## config.mk

```make
export PLATFORM = sky130hd
export DESIGN_NAME = fetch_pc_unit
export DESIGN_NICKNAME = d
export VERILOG_FILES = /design/src/rtl/fetch_pkg.sv /design/src/rtl/fetch_perf_counters.sv /design/src/rtl/fetch_pc_unit.sv
export SDC_FILE = /design/constraint.sdc
export NUM_CORES = 1
export LEC_CHECK = 0
export CAP_MARGIN = 20
export CORE_MARGIN = 3
export CORE_UTILIZATION = 40
export CTS_BUF_LIST = sky130_fd_sc_hd__clkbuf_4
export DETAILED_ROUTE_END_ITERATION = 10
export PLACE_DENSITY_LB_ADDON = 0.15
export SLEW_MARGIN = 5
export SYNTH_ARGS = -nofsm -noshare
export SYNTH_HDL_FRONTEND = slang
export SYNTH_SLANG_ARGS = --single-unit
```

## constraint.sdc

```tcl
create_clock -name clk -period 11.91 [get_ports clk]
set_clock_uncertainty 0.1 [all_clocks]
set_input_delay 1.7865 -clock clk [delete_from_list [all_inputs] [get_ports clk]]
set_output_delay 1.7865 -clock clk [all_outputs]
set_load 0.03 [all_outputs]
```

## src/rtl/fetch_pkg.sv

```systemverilog
// Shared types and constants for the fetch / PC stage.
package fetch_pkg;

  typedef enum logic [1:0] {
    F_IDLE = 2'd0,
    F_REQ  = 2'd1,
    F_HOLD = 2'd2
  } fetch_state_t;

  localparam int unsigned PC_STEP    = 4;
  localparam int unsigned R15_OFFSET = 8;

  typedef logic [31:0] addr_t;

endpackage

```

## src/rtl/fetch_perf_counters.sv

```systemverilog
// Event counters for the fetch stage; instantiated only when FETCH_PERF_CNT_EN is defined.
module fetch_perf_counters (
  input  logic        clk,
  input  logic        rst,
  input  logic        handshake,
  input  logic        stall,
  input  logic        redirect,
  output logic [31:0] fetch_count,
  output logic [31:0] stall_count,
  output logic [31:0] redirect_count
);

  // All counters wrap naturally at 2^32.
  always_ff @(posedge clk or posedge rst) begin
    if (rst) begin
      fetch_count    <= '0;
      stall_count    <= '0;
      redirect_count <= '0;
    end else begin
      if (handshake) fetch_count    <= fetch_count + 32'd1;
      if (stall)     stall_count    <= stall_count + 32'd1;
      if (redirect)  redirect_count <= redirect_count + 32'd1;
    end
  end

endmodule

```

## src/rtl/fetch_pc_unit.sv

```systemverilog
// PC ownership, instruction fetch and decode hand-off with R15 (= pc + 8) generation.
// Optional performance counters are built in when FETCH_PERF_CNT_EN is defined.
module fetch_pc_unit
  import fetch_pkg::*;
#(
  parameter int                ADDR_W   = 32,
  parameter int                INSTR_W  = 32,
  parameter logic [ADDR_W-1:0] RESET_PC = '0
) (
  input  logic               clk,
  input  logic               rst,
  output logic               imem_req,
  output logic [ADDR_W-1:0]  imem_addr,
  input  logic               imem_ready,
  input  logic [INSTR_W-1:0] imem_rdata,
  output logic [INSTR_W-1:0] instr,
  output logic [ADDR_W-1:0]  instr_pc,
  output logic               instr_valid,
  input  logic               dec_ready,
  output logic [ADDR_W-1:0]  r15,
  input  logic               redirect_valid,
  input  logic [ADDR_W-1:0]  redirect_target
`ifdef FETCH_PERF_CNT_EN
  ,
  output logic [31:0]        fetch_count,
  output logic [31:0]        stall_count,
  output logic [31:0]        redirect_count
`endif
);

  localparam logic [ADDR_W-1:0] STEP = ADDR_W'(PC_STEP);
  localparam logic [ADDR_W-1:0] OFFS = ADDR_W'(R15_OFFSET);

  // Handshakes: a fetch completes in a cycle with imem_req && imem_ready; imem_req and
  // imem_addr stay stable until then. Decode consumes instr in a cycle with
  // instr_valid && dec_ready. A redirect overrides both in the cycle it is seen.
  fetch_state_t      state;
  logic [ADDR_W-1:0] pc;
  logic [ADDR_W-1:0] redir_pc;
  logic [ADDR_W-1:0] pc_inc;
  logic              unused_tgt_lo;

  assign redir_pc      = {redirect_target[ADDR_W-1:2], 2'b00};
  assign pc_inc        = pc + STEP;
  assign unused_tgt_lo = ^redirect_target[1:0];

  always_ff @(posedge clk or posedge rst) begin
    if (rst) begin
      state       <= F_IDLE;
      pc          <= RESET_PC;
      imem_req    <= 1'b0;
      imem_addr   <= RESET_PC;
      instr       <= '0;
      instr_pc    <= RESET_PC;
      r15         <= RESET_PC + OFFS;
      instr_valid <= 1'b0;
    end else if (redirect_valid) begin
      // Redirect wins over fetch completion (rdata dropped) and over pc+4.
      state       <= F_REQ;
      pc          <= redir_pc;
      imem_req    <= 1'b1;
      imem_addr   <= redir_pc;
      instr_valid <= 1'b0;
    end else begin
      case (state)
        F_IDLE: begin
          state     <= F_REQ;
          imem_req  <= 1'b1;
          imem_addr <= pc;
        end
        F_REQ: begin
          if (imem_ready) begin
            state       <= F_HOLD;
            imem_req    <= 1'b0;
            instr       <= imem_rdata;
            instr_pc    <= pc;
            r15         <= pc + OFFS;
            instr_valid <= 1'b1;
          end
        end
        F_HOLD: begin
          if (dec_ready) begin
            state       <= F_REQ;
            pc          <= pc_inc;
            imem_req    <= 1'b1;
            imem_addr   <= pc_inc;
            instr_valid <= 1'b0;
          end
        end
        default: begin
          state    <= F_IDLE;
          imem_req <= 1'b0;
        end
      endcase
    end
  end

`ifdef FETCH_PERF_CNT_EN
  logic perf_hs;
  logic perf_stall;

  assign perf_hs    = (state == F_HOLD) && dec_ready;
  assign perf_stall = ((state == F_HOLD) && !dec_ready) || ((state == F_REQ) && !imem_ready);

  fetch_perf_counters u_perf (
    .clk            (clk),
    .rst            (rst),
    .handshake      (perf_hs),
    .stall          (perf_stall),
    .redirect       (redirect_valid),
    .fetch_count    (fetch_count),
    .stall_count    (stall_count),
    .redirect_count (redirect_count)
  );
`endif

endmodule
```

# Yosys cells after proc, flatten, opt, wreduce, memory -nomap -nowiden

Cells that the tools add are included.

Input port bits: 69
Register bits: 164

$add $sub $neg: 2
Reductions and logical operators: 10
Eq/ne operators: 4
Muxes and demuxes: 17
Bitwise gates (word level): 1

Operators with widths:

| cell                  | count |
|---|---|
| $mux 32               | 4 |
| $pmux 32 s2           | 1 |
| $add 32x3->32 const B | 1 |
| $add 32x4->32 const B | 1 |
| $mux 1                | 6 |
| $mux 2                | 3 |
| $ne 3x3->1 const B    | 2 |
| $pmux 2 s3            | 1 |
| $reduce_and 2->1      | 3 |
| $reduce_and 3->1      | 2 |
| $reduce_bool 3->1     | 2 |
| $reduce_bool 2->1     | 2 |
| $pmux 1 s3            | 1 |
| $eq 2x1->1 const B    | 1 |
| $eq 2x2->1 const B    | 1 |
| $logic_not 2->1       | 1 |
| $pmux 1 s2            | 1 |
| $not 1->1             | 1 |

# Longest topological paths before layout

Gate-level depths: netlist of run 1.

Word-level depth: 4
Mapped depth: 8

# Worst setup path after synthesis of run 1

Ideal clock, no wire load.

Path kind: input to register
Start point: input dec_ready
End point: register pc[10]
Slack: 8643 ps
Data required time: 11685 ps
Arrival: 3042 ps
Stages on the path: 6
Path buffers: 1
Cells stage by stage: buf_2 > nand4_1 > nor3_1 > nand3_1 > xnor2_1 > mux2_2

Cells in the longest elaborated chain, start to end: 2

Ends and longest elaborated chain:

| what                        | line                | source |
|---|---|---|
| start, declared             | fetch_pc_unit.sv:19 | `input logic dec_ready,` |
| $reduce_bool 2->1 (no line) | -                   |  |
| $reduce_and 2->1 (no line)  | -                   |  |
| end signal, assigned        | fetch_pc_unit.sv:60 | `pc <= redir_pc;` |
| end signal, assigned        | fetch_pc_unit.sv:84 | `pc <= pc_inc;` |
| end, declared               | fetch_pc_unit.sv:38 | `logic [ADDR_W-1:0] pc;` |

Every way passes these cells.
A chain may end at the register's enable or synchronous reset.

# Final worst setup path of run 1

Start point: input redirect_valid
End point: register instr_pc[24]

Cells in the longest elaborated chain, start to end: 2

Ends and longest elaborated chain:

| what                       | line                | source |
|---|---|---|
| start, declared            | fetch_pc_unit.sv:21 | `input logic redirect_valid,` |
| $not 1->1 (no line)        | -                   |  |
| $reduce_and 3->1 (no line) | -                   |  |
| end signal, assigned       | fetch_pc_unit.sv:76 | `instr_pc <= pc;` |
| end, declared              | fetch_pc_unit.sv:17 | `output logic [ADDR_W-1:0] instr_pc,` |

Every way passes these cells.

==> results of run 1 <==
## report_power, final
group          leakage [uW]  switching, uW  internal (uW)
Clock              0.000128            195            102
Sequential          0.00181           85.2            628
Combinational       0.00192            335            268
## Yosys cell counts (3+ instances only)
| cell type | number | area [um2] |
|---|---|---|
| sky130_fd_sc_hd__o211ai_1 | 3 | 22.5 |
| sky130_fd_sc_hd__nor3b_1 | 5 | 37.5 |
| sky130_fd_sc_hd__o21ai_1 | 7 | 35.0 |
| sky130_fd_sc_hd__buf_2 | 19 | 95.1 |
| sky130_fd_sc_hd__nand3_1 | 35 | 175 |
| sky130_fd_sc_hd__nand4_1 | 21 | 131 |
| sky130_fd_sc_hd__a41oi_1 | 10 | 87.6 |
| sky130_fd_sc_hd__o21ai_0 | 36 | 180 |
| sky130_fd_sc_hd__and2_1 | 3 | 18.8 |
| sky130_fd_sc_hd__nor4_2 | 9 | 113 |
| sky130_fd_sc_hd__nor2_1 | 65 | 244 |
| sky130_fd_sc_hd__buf_6 | 6 | 67.6 |
| sky130_fd_sc_hd__o31a_2 | 3 | 30.0 |
| sky130_fd_sc_hd__buf_1 | 6 | 22.5 |
| sky130_fd_sc_hd__xor2_1 | 38 | 333 |
| sky130_fd_sc_hd__nand2_1 | 72 | 270 |
| sky130_fd_sc_hd__mux2_2 | 71 | 800 |
| sky130_fd_sc_hd__inv_1 | 3 | 11.3 |
| sky130_fd_sc_hd__xnor2_1 | 28 | 245 |
| sky130_fd_sc_hd__nor3_1 | 18 | 90.1 |
| sky130_fd_sc_hd__o22a_1 | 3 | 26.3 |
| sky130_fd_sc_hd__buf_4 | 18 | 135 |
| sky130_fd_sc_hd__nor4_1 | 4 | 25.0 |
| sky130_fd_sc_hd__clkbuf_1 | 20 | 75.1 |
| sky130_fd_sc_hd__a31oi_1 | 7 | 43.8 |
| sky130_fd_sc_hd__o22ai_1 | 3 | 18.8 |
| sky130_fd_sc_hd__dfrtp_1 | 154 | 3850 |
| sky130_fd_sc_hd__a21boi_0 | 4 | 30.0 |
| sky130_fd_sc_hd__a21oi_1 | 46 | 230 |
| sky130_fd_sc_hd__nor2b_1 | 5 | 31.3 |
| sky130_fd_sc_hd__and3_1 | 6 | 37.5 |
| sky130_fd_sc_hd__and4_1 | 7 | 61.3 |
| sky130_fd_sc_hd__or3_1 | 3 | 18.8 |
## flip-flops by register name (all words and copies together), names as in the netlist
| signal | cells |
|---|---|
| imem_addr | 31 |
| r15 | 29 |
| instr | 32 |
| instr_pc | 30 |
| state | 2 |
| instr_valid | 1 |
| pc | 30 |
## metrics by stage
| step | util | cells | total power [uW] | hold slack (ns) | setup slack [ns] |
|---|---|---|---|---|---|
| 4_1_cts | 0.519 | 1205 | 1630 | 0.397 | 7.37 |
| 3_5_place_dp | 0.507 | 1173 | 1330 | 0.367 | 6.75 |
| 2_1_floorplan | - | 780 | 1070 | 0.402 | 5.85 |
| 3_3_place_gp | 0.506 | 1172 | 1330 | 0.367 | 6.73 |
| 5_1_grt | 0.519 | 1207 | 1700 | 0.430 | 7.21 |
| 6_report | 0.519 | 1207 | 1610 | 0.392 | 7.38 |
## layout make-up
type / count / area [um2] / share of cell area
sequential: 155 / 3880 / 0.383
multi-input combinational: 549 / 3690 / 0.363
timing repair buffer: 201 / 1980 / 0.195
tap: 265 / 332 / 0.0327
clock buffer: 18 / 135 / 0.0133
clock inverter: 14 / 105 / 0.0104
inverter: 4 / 20.0 / 0.00197
antenna: 1 / 2.50 / 0.000247
## per-layer routing
| layer | GRT usage | share of wire | vias to the layer above |
|---|---|---|---|
| li1 | - | - | 3043 |
| met1 | 0.291 | 0.46 | 3154 |
| met5 | 0 | 0 | - |
| met4 | 0.0615 | 0.013 | 0 |
| met3 | 0.0682 | 0.090 | 15 |
| met2 | 0.312 | 0.44 | 243 |
## cells by family (layout without fill, tap and decap cells)
kind of cell / Yosys count / count (layout) / synth area share
simple gates: 270 / 270 / 0.180
flops: 155 / 155 / 0.486
compound gates: 133 / 133 / 0.0995
buf+inv: 76 / 237 / 0.0551
mux: 74 / 74 / 0.104
xor+xnor: 66 / 66 / 0.0724
fa+ha+maj: 2 / 2 / 0.00313
other cells: 1 / 5 / 0.000470
## worst paths after layout
kind	end	depth (start not counted)	slack, ns	startpoint
max	instr_pc[24]	6	7.38	redirect_valid
max in group asynchronous	imem_addr[18]	4	8.39	rst
min reg2reg	imem_addr[16]	2	0.39	imem_addr[16]
min	imem_addr[16]	2	0.39	imem_addr[16]
max reg2reg	pc[29]	6	9.12	pc[4]
min in group asynchronous	instr[1]	2	1.55	rst
## worst max-delay path, delay by kind of cell
family                 cells  cell delay (ns)
buffers and inverters      4             1.84
muxes                      1             0.42
and+or+nand+nor            1             0.78
==> metrics.md, run 1 <==
| Metric | Value |
|---|---|
| Outcome | `finished, final reports clean` |
| Fillers | `1,891` |
| Async set-reset flop share out of synthesis | `1.00` |
| Total number of H-tree levels | `4` |
| Core region area | `19,500 um2` |
| Post-Place Cell Area | `9890 um2` |
| Clock latency at the later pin of the worst-skew pair | `0.55 ns` |
| Clk Tree Root Cell | `sky130_fd_sc_hd__clkbuf_4` |
| Total detailed-routing wirelength | `22,600 um` |
| Number of vias in the routed layout | `6,455` |
| Antenna violation net count after detailed routing | `0` |
| Critical path data required time | `12.25 ns` |
| Num Clock Sinks | `155` |
| Accumulated negative setup slack | `0 ns` |
| Starting density of the core | `0.409` |
| Slew of the pin with the lowest slew margin | `1.02 ns` |
| Final period demand of the worst path | `4.53 ns` |
| Leakage power | `0.00385 uW` |
| Hold/Removal Path Class | `flop to flop` |
| Clock-pin slew on the worst setup and hold paths | `0.13 ns` |
| Worst-path maximum fanout | `61` |
| Count of final hold-check violations | `0` |
| Max clock buf depth | `2` |
| Port Buffers | `192` |
| Power density over cell area | `159 nW/um2` |
| Count of different cell masters after synthesis | `63` |
| Critical path start-end classification | `input pin to flop` |
| Count of state elements after synthesis | `155` |
| Most used flip-flop cell after synthesis | `sky130_fd_sc_hd__dfrtp_1` |
| DR pass1 iterations | `4` |
| Horizontal die dimension | `147 um` |
| Relative area change from synthesis to final layout | `27.0%` |
| Ratio of cells with drive above 1 in the final layout | `0.146` |
| Via density | `5.35` |
| Remaining max-slew budget at the tightest pin | `0.316` |
| Total Die Area | `21,700 um2` |
| EDFF count, synth | `0` |
| Via count of the first global-routing pass | `6,390` |
| Most frequent standard cell in the layout excluding fill and tap cells | `sky130_fd_sc_hd__clkdlybuf4s50_1` |
| Critical Path Source Type | `input pin` |
| Cts bufs inserted | `17` |
| Layout Nets | `999` |
| Number of gates given a new drive strength after cts | `0` |
| Number of antenna violations at the first check in global routing | `1` |
| Chip Height | `147 um` |
| Final setup violation count | `0` |
| Violation count after the first detailed-routing iteration | `445` |
| DRC Markers | `0` |
| Number of max-cap violations | `0` |
| GRT overflow | `0` |
| Worst voltage drop across the vdd grid | `0.0800 mV` |
| Overall global routing resource usage | `0.209` |
| Setup repair after global routing missed its margin | `no` |
| Sort of element at the end of the critical path | `flop` |
| CP arrival | `4.87 ns` |
| Synthesized instance count | `777` |
| Weighted congestion reported at the end of routability-driven placement | `0.868` |
| Final Instance Area | `10,100 um2` |
| Total of warnings raised by yosys | `0` |
| Post-Synthesis Cell Area | `7990 um2` |
| Critical Path Most Common Cell | `sky130_fd_sc_hd__buf_4` |
| Largest net degree at the start of global routing | `62` |
| Buffers inserted during post-CTS setup optimization | `0` |
| HPWL after detailed placement | `15,400 um` |
| Max Clock Freq | `221 MHz` |
| Cell Rows | `51` |
| Sequential-to-total area share from yosys stat | `0.486` |
| First-pass GRT wire length | `35,800 um` |
| Mapped Avg Cell Area | `10.3 um2` |
| Commonest non-fill, non-tap cells in the layout | `191 x sky130_fd_sc_hd__clkdlybuf4s50_1, 154 x sky130_fd_sc_hd__dfrtp_1, 72 x sky130_fd_sc_hd__nand2_1, 71 x sky130_fd_sc_hd__mux2_2, 65 x sky130_fd_sc_hd__nor2_1` |
| Top-level port count | `199` |
| Cell-by-cell trace of the critical path | `buf_2 -> buf_4 -> inv_2 -> and3_4 -> buf_4 -> mux2_2` |
| Max-slew violation count | `0` |
| CTS tree | `done` |
| Number of buffers added to fix hold violations after cts | `0` |
| Worst stage delay on the critical path | `0.78 ns` |
| WL/cell | `18.7 um` |
| Critical-path top delay cell | `sky130_fd_sc_hd__and3_4` |
| Final cycle utilization of the critical path | `0.380` |
(Power assumes the default switching activity.)
==> run 2, diff against run 1 <==
==> constraint.sdc (replaced) <==
create_clock -name clk -period 3.7 [get_ports clk]
set_clock_uncertainty 0.1 [all_clocks]
set_input_delay 0.555 -clock clk [delete_from_list [all_inputs] [get_ports clk]]
set_output_delay 0.555 -clock clk [all_outputs]
set_load 0.03 [all_outputs]
==> metrics.md, run 2 (synthesis gave the netlist of run 1 again) <==
| Metric | Value |
|---|---|
| Internal power | `3300 uW (+230%)` |
| Core region area | `19,500 um2 (unchanged)` |
| First-pass GRT wire length | `36,000 um (+0.39%)` |
| Number of cells on the worst reg-to-reg path | `6 (unchanged)` |
| Wire length on met2 | `9780 um (-1.5%)` |
| Total Die Area | `21,700 um2 (unchanged)` |
| Number of buffers added to fix hold violations after cts | `0 (unchanged)` |
| Switching component of the power | `1980 uW (+220%)` |
| Power density over cell area | `515 nW/um2 (+220%)` |
| Horizontal die dimension | `147 um (unchanged)` |
| Violation count after the first detailed-routing iteration | `476 (+7.0%)` |
| GRT overflow | `0 (unchanged)` |
| Critical Path Source Type | `flop` |
| Clock power frac | `0.195 (+0.011)` |
| Share of total power consumed by net switching | `0.375 (-0.00680)` |
| Port Buffers | `192 (unchanged)` |
| Accumulated negative setup slack | `0 ns (unchanged)` |
| Final Instance Area | `10,300 um2 (+1.1%)` |
| Weighted congestion reported at the end of routability-driven placement | `0.847 (-2.4%)` |
| Layout Nets | `1,004 (+0.50%)` |
| DR pass1 iterations | `5 (+1)` |
| Clk Tree Root Cell | `sky130_fd_sc_hd__clkbuf_4` |
| DRC Markers | `0 (unchanged)` |
| WL/cell | `18.4 um (-1.7%)` |
| Remaining max-slew budget at the tightest pin | `0.366 (+0.0506)` |
| Flip-flop count of the largest register, all copies and words added | `32 (unchanged)` |
| Sequential group share of total power | `0.436 (-0.006)` |
| Worst hold slack | `0.137 ns (-0.255 ns)` |
| Commonest non-fill, non-tap cells in the layout | `191 x sky130_fd_sc_hd__clkdlybuf4s50_1, 154 x sky130_fd_sc_hd__dfrtp_1, 72 x sky130_fd_sc_hd__nand2_1, 71 x sky130_fd_sc_hd__mux2_2, 65 x sky130_fd_sc_hd__nor2_1` |
| Relative area change from synthesis to final layout | `28.4%` |
| Leakage power | `0.00390 uW (+1.2%)` |
| Top-level port count | `199 (unchanged)` |
| Setup repair after global routing missed its margin | `no` |
| Number of max-cap violations | `0 (unchanged)` |
| Largest net degree at the start of global routing | `120 (+94%)` |
| Slew of the pin with the lowest slew margin | `0.947 ns (-0.0774 ns)` |
| Worst-path maximum fanout | `16 (-74%)` |
| Finished Core Util | `0.525 (+0.00557)` |
| Final setup violation count | `0 (unchanged)` |
| Reg-to-Reg End | `pc[29]` |
| Number of gates given a new drive strength after cts | `0 (unchanged)` |
| Gate power share | `0.369 (-0.005)` |
| Detailed route wirelength on metal3 | `2140 um (+5.0%)` |
| Top flop regs | `instr x32, imem_addr x31` |
| Max Clock Freq | `366 MHz` |
| CP arrival | `3.08 ns (-1.79 ns)` |
| Final period demand of the worst path | `2.73 ns` |
| Critical path start-end classification | `flop to flop` |
| Pwr Total | `5270 uW (+230%)` |
| Max clock buf depth | `2 (unchanged)` |
| Reg-to-reg startpoint | `pc[4]` |
| Total number of H-tree levels | `4 (unchanged)` |
| Sort of element at the end of the critical path | `flop` |
| Antenna violation net count after detailed routing | `0 (unchanged)` |
| Final cycle utilization of the critical path | `0.738` |
| Starting density of the core | `0.409 (unchanged)` |
| Number of vias in the routed layout | `6,501 (+0.71%)` |
| Outcome | `finished, final reports clean` |
| Post-Place Cell Area | `9980 um2 (+0.82%)` |
| Count of final hold-check violations | `0 (unchanged)` |
| Num Clock Sinks | `155 (unchanged)` |
| Via count of the first global-routing pass | `6,424 (+0.53%)` |
| Chip Height | `147 um (unchanged)` |
| Ratio of cells with drive above 1 in the final layout | `0.152 (+0.00663)` |
| Most frequent standard cell in the layout excluding fill and tap cells | `sky130_fd_sc_hd__clkdlybuf4s50_1` |
| Largest reg by FF count | `instr` |
| Via density | `5.36 (+0.21%)` |
| Worst voltage drop across the vdd grid | `0.267 mV (+230%)` |
| Total detailed-routing wirelength | `22,300 um (-1.2%)` |
| Max-slew violation count | `0 (unchanged)` |
| Overall global routing resource usage | `0.209 (about the same)` |
| Uppermost layer routed | `met4` |
| Number of antenna violations at the first check in global routing | `1 (unchanged)` |
| Buffers inserted during post-CTS setup optimization | `0 (unchanged)` |
| Register-to-register setup slack | `0.97 ns (-8.15 ns)` |
| Clock-pin slew on the worst setup and hold paths | `0.13 ns (about the same)` |
| Routed met1 length | `10,000 um (-3.1%)` |
| HPWL after detailed placement | `15,300 um (-0.79%)` |
| Critical path data required time | `4.05 ns (-8.20 ns)` |
| Cts bufs inserted | `17 (unchanged)` |
| Cell Rows | `51 (unchanged)` |
| Hold/Removal Path Class | `input pin to async pin` |
| Clock latency at the later pin of the worst-skew pair | `0.57 ns (+0.02 ns)` |
| CTS tree | `done` |
run 2: cell types whose count changed in the layout (fill, tap and decap cells not counted):
cell / previous run / this run
sky130_fd_sc_hd__clkbuf_4: 18 / 19
sky130_fd_sc_hd__buf_2: 2 / 1
sky130_fd_sc_hd__bufinv_16: 1 / 2
sky130_fd_sc_hd__clkinvlp_4: 3 / 4
sky130_fd_sc_hd__clkinv_4: 1 / 2
sky130_fd_sc_hd__inv_6: 2 / 0
sky130_fd_sc_hd__buf_4: 8 / 11
sky130_fd_sc_hd__diode_2: 1 / 2
sky130_fd_sc_hd__clkinv_1: 4 / 2
sky130_fd_sc_hd__buf_12: 0 / 3
run 2: per-layer routing:
layer,vias up,track usage
met5,-,0
met4,0,0.0536
met3,20,0.0796
met2,257,0.306
met1,3187,0.293
li1,3037,-
run 2: cell type report:
cell class	instances	area, um2
Fill cell	1827	9280
Sequential cell	155	3880
Multi-Input combinational cell	549	3690
Timing Repair Buffer	206	2060
Tap cell	265	332
Clock buffer	19	143
Clock inverter	13	128
Inverter	4	18.8
Antenna cell	2	5.00
run 2: power by group through the flow:
stage	clock network [uW]	registers, uW	logic (uW)
after floorplan	0	2830	618
after global placement	0	2330	1950
after detailed placement	0	2340	1960
after CTS	1060	2300	1960
after global routing	1130	2360	2070
final	1030	2300	1940
run 2: how the worst max path moves through the flow:
stage	startpoint	end	slack (ns)	cells after the start
finish	pc[4]	pc[29]	0.97	6
global route	pc[4]	pc[29]	0.82	6
CTS	pc[4]	pc[29]	0.98	6
detailed placement	dec_ready	pc[11]	0.87	7
global placement	dec_ready	pc[11]	0.91	7
floorplan	rst	imem_addr[10]	1.09	1
run 2: critical path, stage by stage (launching register included):
cell,delay (ns)
sky130_fd_sc_hd__dfrtp_1,0.57
sky130_fd_sc_hd__ha_1,0.32
sky130_fd_sc_hd__nand2_1,0.14
sky130_fd_sc_hd__or3_4,0.48
sky130_fd_sc_hd__nor4_4,0.40
sky130_fd_sc_hd__mux2_1,0.35
sky130_fd_sc_hd__a211o_1,0.26
run 2: stage by stage:
stage,std cells,worst slack [ns]
after floorplan,780,1.09
after global placement,1179,0.913
after detailed placement,1179,0.871
after CTS,1211,0.978
after global routing,1213,0.820
final,1213,0.971
==> run 3, diff against run 2 <==
==> constraint.sdc (replaced) <==
create_clock -name clk -period 2.25 [get_ports clk]
set_clock_uncertainty 0.1 [all_clocks]
set_input_delay 0.3375 -clock clk [delete_from_list [all_inputs] [get_ports clk]]
set_output_delay 0.3375 -clock clk [all_outputs]
set_load 0.03 [all_outputs]
==> metrics.md, run 3 (synthesis gave the netlist of run 1 again) <==
| Metric | Value |
|---|---|
| Finished Core Util | `0.552 (+0.0272)` |
| Largest reg by FF count | `instr` |
| Uppermost layer routed | `met4` |
| Cell Rows | `51 (unchanged)` |
| Ratio of cells with drive above 1 in the final layout | `0.212 (+0.0602)` |
| Critical Path Source Type | `flop` |
| Overall global routing resource usage | `0.220 (+0.0115)` |
| Starting density of the core | `0.409 (unchanged)` |
| Routed met1 length | `10,500 um (+5.1%)` |
| Via count of the first global-routing pass | `6,880 (+7.1%)` |
| Top-level port count | `199 (unchanged)` |
| Horizontal die dimension | `147 um (unchanged)` |
| Number of vias in the routed layout | `6,832 (+5.1%)` |
| Number of cells on the worst reg-to-reg path | `5 (-1)` |
| HPWL after detailed placement | `17,300 um (+13%)` |
| GRT overflow | `0 (unchanged)` |
| Commonest non-fill, non-tap cells in the layout | `189 x sky130_fd_sc_hd__clkdlybuf4s50_1, 152 x sky130_fd_sc_hd__dfrtp_1, 79 x sky130_fd_sc_hd__buf_4, 72 x sky130_fd_sc_hd__nand2_1, 71 x sky130_fd_sc_hd__mux2_2` |
| Accumulated negative setup slack | `0 ns (unchanged)` |
| Max Clock Freq | `463 MHz (+26%)` |
| Clk Tree Root Cell | `sky130_fd_sc_hd__clkbuf_4` |
| Pwr Total | `8610 uW (+63%)` |
| Total number of H-tree levels | `4 (unchanged)` |
| Via density | `5.33 (-0.64%)` |
| Outcome | `finished, final reports clean` |
| Chip Height | `147 um (unchanged)` |
| CTS tree | `done` |
| WL/cell | `18.5 um (+0.61%)` |
| Cts bufs inserted | `17 (unchanged)` |
| Antenna violation net count after detailed routing | `0 (unchanged)` |
| First-pass GRT wire length | `37,900 um (+5.3%)` |
| Critical path data required time | `2.60 ns (-1.45 ns)` |
| Hold/Removal Path Class | `input pin to async pin` |
| Most frequent standard cell in the layout excluding fill and tap cells | `sky130_fd_sc_hd__clkdlybuf4s50_1` |
| Cell-by-cell trace of the critical path | `nand4_1 -> nand4bb_2 -> o31a_1 -> o21ai_1 -> a41oi_1` |
| Number of antenna violations at the first check in global routing | `1 (unchanged)` |
| Setup repair after global routing missed its margin | `no` |
| Layout Nets | `1,075 (+7.1%)` |
| Top flop regs | `instr x32, imem_addr x31` |
| Final period demand of the worst path | `2.16 ns (-0.572 ns)` |
| Critical-path top delay cell | `sky130_fd_sc_hd__dfrtp_1` |
| Number of max-cap violations | `0 (unchanged)` |
| Total detailed-routing wirelength | `23,800 um (+6.4%)` |
| DRC Markers | `0 (unchanged)` |
| Detailed route wirelength on metal3 | `2090 um (-2.7%)` |
| Leakage power | `0.00423 uW (+8.5%)` |
| Power density over cell area | `799 nW/um2 (+55%)` |
| Sort of element at the end of the critical path | `flop` |
| Final setup violation count | `0 (unchanged)` |
| Total Die Area | `21,700 um2 (unchanged)` |
| Relative area change from synthesis to final layout | `35.0%` |
| Port Buffers | `192 (unchanged)` |
| Number of buffers added to fix hold violations after cts | `0 (unchanged)` |
| Register-to-register setup slack | `0.09 ns (-0.88 ns)` |
| Weighted congestion reported at the end of routability-driven placement | `0.878 (+3.7%)` |
| DR pass1 iterations | `5 (unchanged)` |
| Count of final hold-check violations | `0 (unchanged)` |
| Max-slew violation count | `0 (unchanged)` |
| Clock latency at the later pin of the worst-skew pair | `0.57 ns (about the same)` |
| Worst voltage drop across the vdd grid | `0.483 mV (+81%)` |
| Violation count after the first detailed-routing iteration | `496 (+4.2%)` |
| Remaining max-slew budget at the tightest pin | `0.656 (+0.289)` |
| Reg-to-reg startpoint | `pc[10]` |
| Flip-flop count of the largest register, all copies and words added | `32 (unchanged)` |
| Critical path start-end classification | `flop to flop` |
| Worst stage delay on the critical path | `0.48 ns (-0.09 ns)` |
| Final cycle utilization of the critical path | `0.959 (+0.221)` |
| CP arrival | `2.51 ns (-0.57 ns)` |
| Largest net degree at the start of global routing | `86 (-28%)` |
| Wire length on met2 | `10,700 um (+9.8%)` |
| Max clock buf depth | `2 (unchanged)` |
| Worst-path maximum fanout | `6 (-10)` |
| Num Clock Sinks | `155 (unchanged)` |
| Slew of the pin with the lowest slew margin | `0.516 ns (-0.431 ns)` |
| Reg-to-Reg End | `imem_addr[25]` |
| Clock-pin slew on the worst setup and hold paths | `0.13 ns (about the same)` |
| Core region area | `19,500 um2 (unchanged)` |
-- run 3: area by class of cell --
| class | instances | area, um2 |
|---|---|---|
| sequential | 155 | 3880 |
| multi-input combinational | 549 | 3700 |
| tap | 265 | 332 |
| inverter | 4 | 18.8 |
| clock buffer | 19 | 143 |
| antenna | 1 | 2.50 |
| timing repair buffer | 277 | 2630 |
| fill | 1828 | 8740 |
| clock inverter | 13 | 77.6 |
-- run 3: how the worst max path moves through the flow --
| stage | startpoint | end | slack, ns |
|---|---|---|---|
| global placement | pc[3] | imem_addr[23] | 0.14 |
| CTS | imem_addr[18] | imem_addr[18] | 0.09 |
| finish | pc[10] | imem_addr[25] | 0.09 |
| floorplan | rst | imem_addr[10] | -0.15 |
| detailed placement | dec_ready | pc[16] | 0.11 |
| global route | pc[10] | imem_addr[25] | 0.006 |
-- run 3: what timing repair did --
item                                    in CTS  in global routing
gates resized for setup                      2                  3
endpoints found under the setup margin       2                  2
setup buffers                                0                  0
hold endpoints to repair                     0                  0
-- run 3: critical path: cells and delay by family (launching register included) --
| family | cells | cell delay, ns |
|---|---|---|
| and+or+nand+nor | 2 | 0.82 |
| AOI/OAI and AO/OA | 3 | 0.65 |
| DFF | 1 | 0.48 |
-- run 3: through the flow --
stage | cells | instance area (um2) | setup slack [ns] | hold slack (ns)
after floorplan | 780 | 8000 | -0.146 | 0.371
after global placement | 1250 | 10500 | 0.137 | 0.365
after detailed placement | 1250 | 10500 | 0.106 | 0.376
after CTS | 1282 | 10800 | 0.0934 | 0.115
after global routing | 1283 | 10800 | 0.00608 | 0.115
final | 1283 | 10800 | 0.0922 | 0.125
-- run 3: report_power, final --
part           switching [uW]  internal (uW)
registers                 348           3330
logic                    1910           1540
clock network            1040            445
total                    3300           5310
-- run 3: routing by layer --
metal	up-vias	global-route usage
li1	3186	-
met2	263	0.336
met3	26	0.0716
met1	3357	0.302
met4	0	0.0648
met5	-	0
